### config.mk
export PLATFORM = sky130hd
export DESIGN_NAME = uart_boot_loader
export DESIGN_NICKNAME = d
export VERILOG_FILES = /design/src/rtl/uart_boot_pkg.sv /design/src/rtl/uart_rx.sv /design/src/rtl/uart_boot_loader.sv
export SDC_FILE = /design/constraint.sdc
export NUM_CORES = 1
export LEC_CHECK = 0
export BUFFER_PORTS_ARGS = -buffer_cell sky130_fd_sc_hd__buf_2
export CORE_UTILIZATION = 35
export DETAILED_ROUTE_END_ITERATION = 8
export PLACE_DENSITY = 0.65
export SLEW_MARGIN = 20
export SYNTH_ARGS = -nofsm -noshare
export SYNTH_HDL_FRONTEND = slang
export SYNTH_SLANG_ARGS = --single-unit
### constraint.sdc
create_clock -name clk -period 2.1 [get_ports clk]
set_clock_uncertainty 0.05 [all_clocks]
set_input_delay 0.105 -clock clk [delete_from_list [all_inputs] [get_ports clk]]
set_output_delay 0.105 -clock clk [all_outputs]
set_load 0.005 [all_outputs]
### src/rtl/uart_boot_pkg.sv
// Shared encodings and constants for the UART boot loader and its receiver.
package uart_boot_pkg;

   typedef enum logic [1:0] {
      StLen  = 2'd0,
      StData = 2'd1,
      StDone = 2'd2,
      StErr  = 2'd3
   } boot_state_e;

   typedef enum logic [1:0] {
      RxIdle,
      RxStart,
      RxBits,
      RxStop
   } rx_state_e;

   localparam int unsigned WORD_BYTES = 4;

endpackage

### src/rtl/uart_rx.sv
// 8N1 UART receiver: 2-flop synchronizer, start-bit glitch rejection, centre sampling.
module uart_rx
   import uart_boot_pkg::*;
#(
   parameter int unsigned CLKS_PER_BIT = 868
) (
   input  logic       clk,
   input  logic       rst,
   input  logic       rxd,
   output logic       rx_valid,
   output logic [7:0] rx_byte,
   output logic       rx_ferr
);

   localparam int unsigned CntW = $clog2(CLKS_PER_BIT);
   localparam logic [CntW-1:0] BitEnd  = CntW'(CLKS_PER_BIT - 1);
   localparam logic [CntW-1:0] HalfEnd = CntW'(CLKS_PER_BIT / 2 - 1);

   rx_state_e       r_state;
   rx_state_e       w_state_nxt;
   logic [2:0]      r_sync;
   logic [CntW-1:0] r_cnt;
   logic [2:0]      r_bit_idx;
   logic [7:0]      r_data;
   logic            r_valid;
   logic            r_ferr;
   logic            w_rxd;
   logic            w_fall;
   logic            w_bit_end;
   logic            w_half;

   // r_sync[1] is the synchronized line; r_sync[2] is its previous value for edge detection.
   assign w_rxd     = r_sync[1];
   assign w_fall    = r_sync[2] & ~r_sync[1];
   assign w_bit_end = (r_cnt == BitEnd);
   assign w_half    = (r_cnt == HalfEnd);

   always_ff @(posedge clk or negedge rst) begin
      if (!rst) begin
         r_state <= RxIdle;
      end else begin
         r_state <= w_state_nxt;
      end
   end

   always_comb begin
      w_state_nxt = r_state;
      unique case (r_state)
         RxIdle:  if (w_fall) w_state_nxt = RxStart;
         RxStart: if (w_half) w_state_nxt = w_rxd ? RxIdle : RxBits;
         RxBits:  if (w_bit_end && (r_bit_idx == 3'd7)) w_state_nxt = RxStop;
         RxStop:  if (w_bit_end) w_state_nxt = RxIdle;
         default: w_state_nxt = RxIdle;
      endcase
   end

   always_ff @(posedge clk or negedge rst) begin
      if (!rst) begin
         r_sync    <= 3'b111;
         r_cnt     <= '0;
         r_bit_idx <= '0;
         r_data    <= '0;
         r_valid   <= 1'b0;
         r_ferr    <= 1'b0;
      end else begin
         r_sync  <= {r_sync[1:0], rxd};
         r_valid <= (r_state == RxStop) && w_bit_end && w_rxd;
         r_ferr  <= (r_state == RxStop) && w_bit_end && !w_rxd;
         if ((r_state == RxIdle) || (w_state_nxt != r_state) || w_bit_end) begin
            r_cnt <= '0;
         end else begin
            r_cnt <= r_cnt + 1'b1;
         end
         if (r_state == RxIdle) begin
            r_bit_idx <= '0;
         end else if ((r_state == RxBits) && w_bit_end) begin
            r_data    <= {w_rxd, r_data[7:1]};
            r_bit_idx <= r_bit_idx + 1'b1;
         end
      end
   end

   assign rx_valid = r_valid;
   assign rx_byte  = r_data;
   assign rx_ferr  = r_ferr;

endmodule

### src/rtl/uart_boot_loader.sv
// Receives a length-prefixed big-endian image over UART, writes it to InstMem, then
// releases the CPU core from reset.
module uart_boot_loader
   import uart_boot_pkg::*;
#(
   parameter int unsigned CLKS_PER_BIT = 868,
   parameter logic [31:0] BASE_ADDR    = 32'h0000_0000,
   parameter int unsigned MAX_WORDS    = 1024,
   parameter int unsigned TIMEOUT_CLKS = 1_000_000
) (
   input  logic        clk,
   input  logic        rst,
   input  logic        uart_rxd,
   output logic        im_we,
   output logic [31:0] im_addr,
   output logic [31:0] im_wdata,
   output logic        cpu_rst,
   output logic        load_done,
   output logic        load_err,
   output logic [15:0] word_cnt
);

   localparam int unsigned TmoW = $clog2(TIMEOUT_CLKS + 1);
   localparam logic [TmoW-1:0] TmoMax = TmoW'(TIMEOUT_CLKS);

   boot_state_e     r_state;
   boot_state_e     w_state_nxt;
   logic            w_rx_valid;
   logic [7:0]      w_rx_byte;
   logic            w_rx_ferr;
   logic [23:0]     r_shift;
   logic [1:0]      r_byte_idx;
   logic [31:0]     w_word;
   logic            w_word_done;
   logic [15:0]     r_n;
   logic [15:0]     r_cnt;
   logic            r_we;
   logic [31:0]     r_addr;
   logic [31:0]     r_wdata;
   logic            r_fin;
   logic            r_started;
   logic [TmoW-1:0] r_tmo;
   logic            w_tmo;
   logic            w_active;
   logic            w_abort;
   logic            w_wr;

   uart_rx #(
      .CLKS_PER_BIT(CLKS_PER_BIT)
   ) u_rx (
      .clk     (clk),
      .rst     (rst),
      .rxd     (uart_rxd),
      .rx_valid(w_rx_valid),
      .rx_byte (w_rx_byte),
      .rx_ferr (w_rx_ferr)
   );

   assign w_word      = {r_shift, w_rx_byte};
   assign w_word_done = w_rx_valid && (r_byte_idx == 2'(WORD_BYTES - 1));
   assign w_active    = (r_state == StLen) || (r_state == StData);
   assign w_tmo       = (r_tmo == TmoMax);
   assign w_abort     = w_active && (w_rx_ferr || w_tmo);
   assign w_wr        = (r_state == StData) && w_word_done && !w_abort && !r_fin;

   always_ff @(posedge clk or negedge rst) begin
      if (!rst) begin
         r_state <= StLen;
      end else begin
         r_state <= w_state_nxt;
      end
   end

   always_comb begin
      w_state_nxt = r_state;
      unique case (r_state)
         StLen: begin
            if (w_abort) begin
               w_state_nxt = StErr;
            end else if (w_word_done) begin
               if (w_word == '0) begin
                  w_state_nxt = StDone;
               end else if (w_word > 32'(MAX_WORDS)) begin
                  w_state_nxt = StErr;
               end else begin
                  w_state_nxt = StData;
               end
            end
         end
         StData: begin
            if (w_abort) begin
               w_state_nxt = StErr;
            end else if (r_fin) begin
               w_state_nxt = StDone;
            end
         end
         default: w_state_nxt = r_state;
      endcase
   end

   always_comb begin
      cpu_rst   = 1'b1;
      load_done = 1'b0;
      load_err  = 1'b0;
      unique case (r_state)
         StDone: begin
            cpu_rst   = 1'b0;
            load_done = 1'b1;
         end
         StErr:   load_err = 1'b1;
         default: cpu_rst = 1'b1;
      endcase
   end

   always_ff @(posedge clk or negedge rst) begin
      if (!rst) begin
         r_shift    <= '0;
         r_byte_idx <= '0;
         r_n        <= '0;
         r_cnt      <= '0;
         r_we       <= 1'b0;
         r_addr     <= BASE_ADDR;
         r_wdata    <= '0;
         r_fin      <= 1'b0;
         r_started  <= 1'b0;
         r_tmo      <= '0;
      end else begin
         if (w_rx_valid) begin
            r_shift    <= {r_shift[15:0], w_rx_byte};
            r_byte_idx <= r_byte_idx + 1'b1;
            r_started  <= 1'b1;
         end
         if ((r_state == StLen) && w_word_done) begin
            r_n <= w_word[15:0];
         end
         r_we <= w_wr;
         if (w_wr) begin
            r_wdata <= w_word;
            r_cnt   <= r_cnt + 1'b1;
         end
         if (r_we) begin
            r_addr <= r_addr + 32'(WORD_BYTES);
         end
         // Registered completion flag gives the two-clock write-to-release latency.
         r_fin <= r_we && (r_cnt == r_n);
         if (w_rx_valid || !r_started || !w_active) begin
            r_tmo <= '0;
         end else if (!w_tmo) begin
            r_tmo <= r_tmo + 1'b1;
         end
      end
   end

   assign im_we    = r_we;
   assign im_addr  = r_addr;
   assign im_wdata = r_wdata;
   assign word_cnt = r_cnt;

endmodule
==> metrics.yaml, run 1 <==
worst_setup_path:
  cp_max_fo: 9
  path_class: "flip-flop to flip-flop"
  crit_start: "r_tmo[0]"
  rr_endpoint: "im_wdata[27]"
  crit_required_ns: 2.37
  reg2reg_from: "r_tmo[0]"
  rrSetupSlack_ns: 0.04
  cp-end-kind: "flip-flop"
  start_kind: "flip-flop"
  cp.arrival_ns: 2.32
  r2r_cells: 8
die:
  die_w_um: 151
  num_io_pins: 87
  core_um2: 21800
  start_util: 0.356
  std_cell_rows: 54
  die_h_um: 151
  dieArea_um2: 22700
route:
  wl_per_cell_um: 16.2
  vias: 5343
  drt_wl_total_mm: 16.9
  firstDrtPassIters: 4
  drt_iter0_drc: 330
  drt-vias-per-instance: 5.10
  ant_nets: 0
  drc: 0
grt:
  grt_pass1_wl_mm: 27.5
  antenna_found_initial: 0
  grt_use_total: 0.157
  first_global_vias: 5111
  grt_overflow: 0
  grt_max_degree: 57
layout:
  fin_cells: 1048
  finish.instance_area_um2: 9460
  drive_above_1_share: 0.333
  final_util: 0.435
  diodes: 0
  syn_to_final_growth_pct: 22.0
  fin_nets: 768
sta:
  rsz0062_at_grt: "yes"
  setup_viol: 0
  maxSlewViolCount: 0
  max-slew-margin-rel: 0.568
  worst_slew_pin_slew_ns: 0.643
  hold_viol_final: 0
  post-route-min-period_ns: 2.06
  fin_crit_sh: 0.979
  maxClockFrequency_ghz: 0.486
  setup_tns_ns: 0
clocking:
  clock_tree.root_cell: "clkbuf_16"
  clock_sinks: 173
  cts_max_path_buffers: 2
  cts_tree: "built"
  cts_max_level: 4
  clkTransAtPathRegs_ns: 0.07
  clk_latency_ns: 0.43
  cts_made_buffers: 17
run_status:
  status: "finished, final reports clean"
logic_synthesis:
  synth-edff-count: 0
  syn-instance-count: 633
  yosysWarnings: 0
  yosysUniqueCellTypes: 58
  syn_area_per_cell_um2: 12.2
  ys.flop_type: "dfrtp_1"
  async_reset_ff_frac: 1.00
  yosysTopAreaCellShare: 0.549
  ys_seq_area_frac: 0.559
  synth_seq_cells: 173
  yosys-top-cells-area: "dfrtp_1, mux2_2, xnor2_1, xor2_1, nand4_1"
  synth.largest_area_cell: "dfrtp_1"
  netlist_area_um2: 7750
pwr:
  p_sw_mw: 1.68
  seqPwrFrac: 0.491
  swShare: 0.240
  p_per_area_nw_per_um2: 739
  ir_worst_vdd_v: 0.000402
  combPwrFrac: 0.038
  power.total_mw: 6.99
  leakage_nw: 4.57
  power_frac_clock: 0.471
  p_int_mw: 5.31
placed_design:
  routabilityCongestion: 0.805
  io_buffers: 84
  placed_cell_area_um2: 8710
  hpwl_mm: 11.5
  dp_cells: 1009
job:
  cap_violations: 0
worst_hold_path:
  hold_class: "input pin to asynchronous set/reset pin"
how the worst max path moves through the flow:
| stage | depth (start not counted) | end |
|---|---|---|
| after floorplan | 7 | im_wdata[24] |
| after global placement | 7 | im_wdata[11] |
| after detailed placement | 7 | im_wdata[9] |
| after CTS | 8 | im_wdata[2] |
| after global routing | 8 | im_wdata[27] |
| final | 8 | im_wdata[27] |
final cells by class:
cell class	instances	area, um2
Tap cell	280	350
Fill cell	2021	12300
Timing Repair Buffer	123	795
Clock inverter	14	196
Sequential cell	173	4330
Clock buffer	17	425
Multi-Input combinational cell	427	3300
Inverter	14	52.6
synthesized netlist by cell type (all sizes together), types with 2 or more instances:
cell type	instances
o2111ai	6
o21ai	8
and4	6
nand2b	3
nand4	28
or3	4
dfstp	3
o31ai	3
clkbuf	9
a21oi	11
nor3	9
nand3	32
inv	14
buf	11
nand4b	2
or4b	2
mux2	83
nor2b	2
or4	4
nor4	19
a211oi	3
o211ai	9
and2	8
nor2	36
nand3b	2
nand2	29
nor4bb	2
and3	10
ha	9
nor4b	2
dfrtp	170
xnor2	57
xor2	22
nor3b	2
routing by layer:
metal	vias to the layer above	GRT usage	wire (um)
met5	-	0	0
met4	0	0.0580	227
met3	17	0.0289	562
met2	98	0.241	8020
met1	2689	0.220	8140
li1	2539	-	-
metrics by stage:
stage,hold WS (ns),worst slack [ns]
3_5_place_dp,0.0729,-0.0119
2_1_floorplan,-0.241,0.0311
4_1_cts,0.180,0.0238
6_report,0.180,0.0439
3_3_place_gp,0.0745,0.0527
5_1_grt,0.225,-0.0944
registers in the layout (all words and copies together) (netlist names), 2 cells and up:
register / flops
im_wdata: 32
im_addr: 30
r_shift: 24
r_tmo: 20
r_n: 16
word_cnt: 16
u_rx.r_cnt: 10
u_rx.rx_byte: 8
u_rx.r_bit_idx: 3
u_rx.r_sync: 3
r_byte_idx: 2
r_state: 2
u_rx.r_state: 2
critical path: stages (launching register included):
cell and delay [ns]:
dfrtp_1 0.42, inv_2 0.08, ha_1 0.14, nor4bb_4 0.23, nand3_2 0.15, o21ai_4 0.24, buf_4 0.18, buf_16 0.13
mux2_2 0.33
logic make-up (layout without fill, tap and decap cells):
kind of cell	after synthesis	count (layout)	synth area share
compound gates	47	47	0.0417
xor+xnor	79	79	0.0893
flops	173	173	0.559
mux	83	83	0.121
buf+inv	34	168	0.0207
other cells	1	2	0.000484
simple gates	207	207	0.154
fa+ha+maj	9	9	0.0145
power by group through the flow:
stage	logic, mW	clock network, mW	registers [mW]
after detailed placement	0.269	0	3.50
after global placement	0.265	0	3.49
after CTS	0.274	3.38	3.43
after floorplan	0.131	0	3.48
after global routing	0.309	3.52	3.44
final	0.265	3.29	3.43
repair_timing:
action / CTS / global route
buffers inserted: 4 / 1
gates cloned: 2 / 0
resized for setup: 3 / 5
pin swaps: 3 / 3
hold buffers: 2 / 0
setup endpoints to repair: 33 / 39
hold endpoints to repair: 51 / 0
cell usage in the layout (no fill, tap or decap), types with 3 or more instances in the layout:
cell	synthesis	routed
ha_1	9	9
o211ai_1	9	9
nand4_1	28	28
nor4_1	16	16
xnor2_1	57	57
dfstp_2	3	3
nand2_1	29	29
clkinv_8	0	3
inv_1	14	13
inv_6	0	3
o31ai_1	3	3
dfrtp_1	170	169
inv_8	0	4
buf_12	0	4
buf_2	2	83
nor2_1	36	36
nand3_1	32	31
and2_1	8	8
o2111ai_1	6	6
xor2_1	22	22
o21ai_0	6	6
clkbuf_16	0	17
or4_1	4	3
buf_4	6	32
a211oi_1	3	3
and3_1	10	10
nand2b_1	3	3
and4_1	5	5
mux2_2	83	83
a21oi_1	11	11
nor3_1	8	7
Power figures use the tool's default switching activity.
==> run 2, diff against run 1 <==
--- a/config.mk
+++ b/config.mk
@@ -8,6 +8,7 @@
 export BUFFER_PORTS_ARGS = -buffer_cell sky130_fd_sc_hd__buf_2
 export CORE_UTILIZATION = 35
 export DETAILED_ROUTE_END_ITERATION = 8
+export MAX_ROUTING_LAYER = met4
 export PLACE_DENSITY = 0.65
 export SLEW_MARGIN = 20
 export SYNTH_ARGS = -nofsm -noshare
==> run 2 against run 1 <==
Combinational power barely moved. Design area unchanged. First-iteration DRC count down 2.7%. Power increased by 0.11%. Clock power is essentially flat. Worst setup slack worse by 0.0060 ns. Critical endpoint is now im_wdata[2]. Hold slack got worse by 0.0076 ns. Final cell count did not move. Routed wire length is essentially flat. Sequential cell count is the same.
==> metrics.yaml, run 2 (synthesis results as in run 1) <==
die:
  core_um2: 21800
  num_io_pins: 87
  die_h_um: 151
  std_cell_rows: 54
  die_w_um: 151
  dieArea_um2: 22700
  start_util: 0.356
pwr:
  leakage_nw: 4.57
  p_per_area_nw_per_um2: 740
  ir_worst_vdd_v: 0.000403
sta:
  worst_slew_pin_slew_ns: 0.629
  maxSlewViolCount: 0
  setup_viol: 0
  hold_viol_final: 0
  max-slew-margin-rel: 0.577
  layout_setup_ws_ns: 0.0379
  post-route-min-period_ns: 2.06
  setup_tns_ns: 0
  maxClockFrequency_ghz: 0.485
  rsz0062_at_grt: "yes"
  fin_crit_sh: 0.982
clocking:
  cts_max_level: 4
  clkTransAtPathRegs_ns: 0.07
  cts_tree: "built"
  clock_sinks: 173
  clk_latency_ns: 0.44
  cts_max_path_buffers: 2
  cts_made_buffers: 17
  clock_tree.root_cell: "clkbuf_16"
layout:
  largest_register_ffs: 32
  fill_cells: 2021
  drive_above_1_share: 0.333
  diodes: 0
  fin_nets: 768
  fin_cells: 1048
  final_util: 0.435
  final_common_cell: "dfrtp_1"
  syn_to_final_growth_pct: 22.0
  layout.cells.most_common_list: "dfrtp_1, mux2_2, buf_2"
grt:
  antenna_found_initial: 0
  grt_overflow: 0
  grt_use_total: 0.162
  first_global_vias: 5118
  grt_pass1_wl_mm: 27.5
  grt_max_degree: 57
worst_hold_path:
  hold_class: "input pin to asynchronous set/reset pin"
run_status:
  status: "finished, final reports clean"
worst_setup_path:
  rrSetupSlack_ns: 0.04
  cp.buffers_inverters: 3
  crit_family: "flip-flops"
  cp-end-kind: "flip-flop"
  cpMaxStageDelayCell: "dfrtp_1"
  start_kind: "flip-flop"
  cp.arrival_ns: 2.33
  rr_endpoint: "im_wdata[2]"
  critPathMaxStageDelay_ns: 0.42
  reg2reg_from: "r_tmo[0]"
  cp_num_cells: 8
  cp_cell_sequence: "inv_2, ha_1, nor4bb_4, nand3_2, o21ai_4, buf_4, buf_12, mux2_2"
  path_class: "flip-flop to flip-flop"
  r2r_cells: 8
  crit_required_ns: 2.36
  cp_max_fo: 9
route:
  drt-vias-per-instance: 5.08
  drc: 0
  firstDrtPassIters: 7
  ant_nets: 0
  drt_wl_total_mm: 16.9
  wl_per_cell_um: 16.2
  vias: 5319
  drt_iter0_drc: 321
placed_design:
  io_buffers: 84
  dp_cells: 1009
  dpl_worst_slack_ns: -0.0119
  routabilityCongestion: 0.817
  hpwl_mm: 11.5
job:
  cap_violations: 0
## run 2: worst max path at each step
| stage | startpoint | to | slack, ns |
|---|---|---|---|
| 4_1_cts | r_tmo[0] | im_wdata[2] | 0.02 |
| 5_1_grt | r_tmo[0] | im_wdata[27] | -0.09 |
| 3_3_place_gp | r_tmo[0] | im_wdata[11] | 0.05 |
| 6_report | r_tmo[0] | im_wdata[2] | 0.04 |
| 3_5_place_dp | r_tmo[0] | im_wdata[9] | -0.01 |
| 2_1_floorplan | r_tmo[0] | im_wdata[24] | 0.03 |
## run 2: final cells by class
| type | count | area, um2 | area share |
|---|---|---|---|
| clock buffer | 17 | 425 | 0.0450 |
| clock inverter | 14 | 196 | 0.0208 |
| inverter | 14 | 52.6 | 0.00556 |
| multi-input combinational | 427 | 3300 | 0.349 |
| sequential | 173 | 4330 | 0.458 |
| tap | 280 | 350 | 0.0371 |
| timing repair buffer | 123 | 795 | 0.0840 |
## run 2: layer usage
layer | part of all wire | global-route usage | up-vias | routed length (um)
met5 | 0 | - | - | 0
met3 | 0.032 | 0.0331 | 15 | 540
li1 | - | - | 2533 | -
met2 | 0.47 | 0.241 | 82 | 7990
met1 | 0.48 | 0.221 | 2689 | 8210
met4 | 0.012 | 0.0535 | 0 | 203
## run 2: power breakdown
| group | switching, mW | total [mW] | internal (mW) | leakage [nW] |
|---|---|---|---|---|
| Clock | 1.48 | 3.30 | 1.82 | 0.300 |
| Sequential | 0.0493 | 3.43 | 3.38 | 2.40 |
| Combinational | 0.157 | 0.265 | 0.108 | 1.87 |
## run 2: per-stage QoR
step,power (mW),hold WS [ns],cell area (um2)
3_3_place_gp,3.76,0.0745,8710
4_1_cts,7.08,0.180,9460
5_1_grt,7.27,0.220,9460
6_report,7.00,0.173,9460
2_1_floorplan,3.61,-0.241,7780
3_5_place_dp,3.77,0.0729,8710
## run 2: timing repair
item,4_1_cts,5_1_grt
endpoints found under the hold margin,51,0
buffers inserted,4,1
hold buffers,2,0
pin swaps,3,3
cloned,2,0
gates resized for setup,3,5
endpoints found under the setup margin,33,39
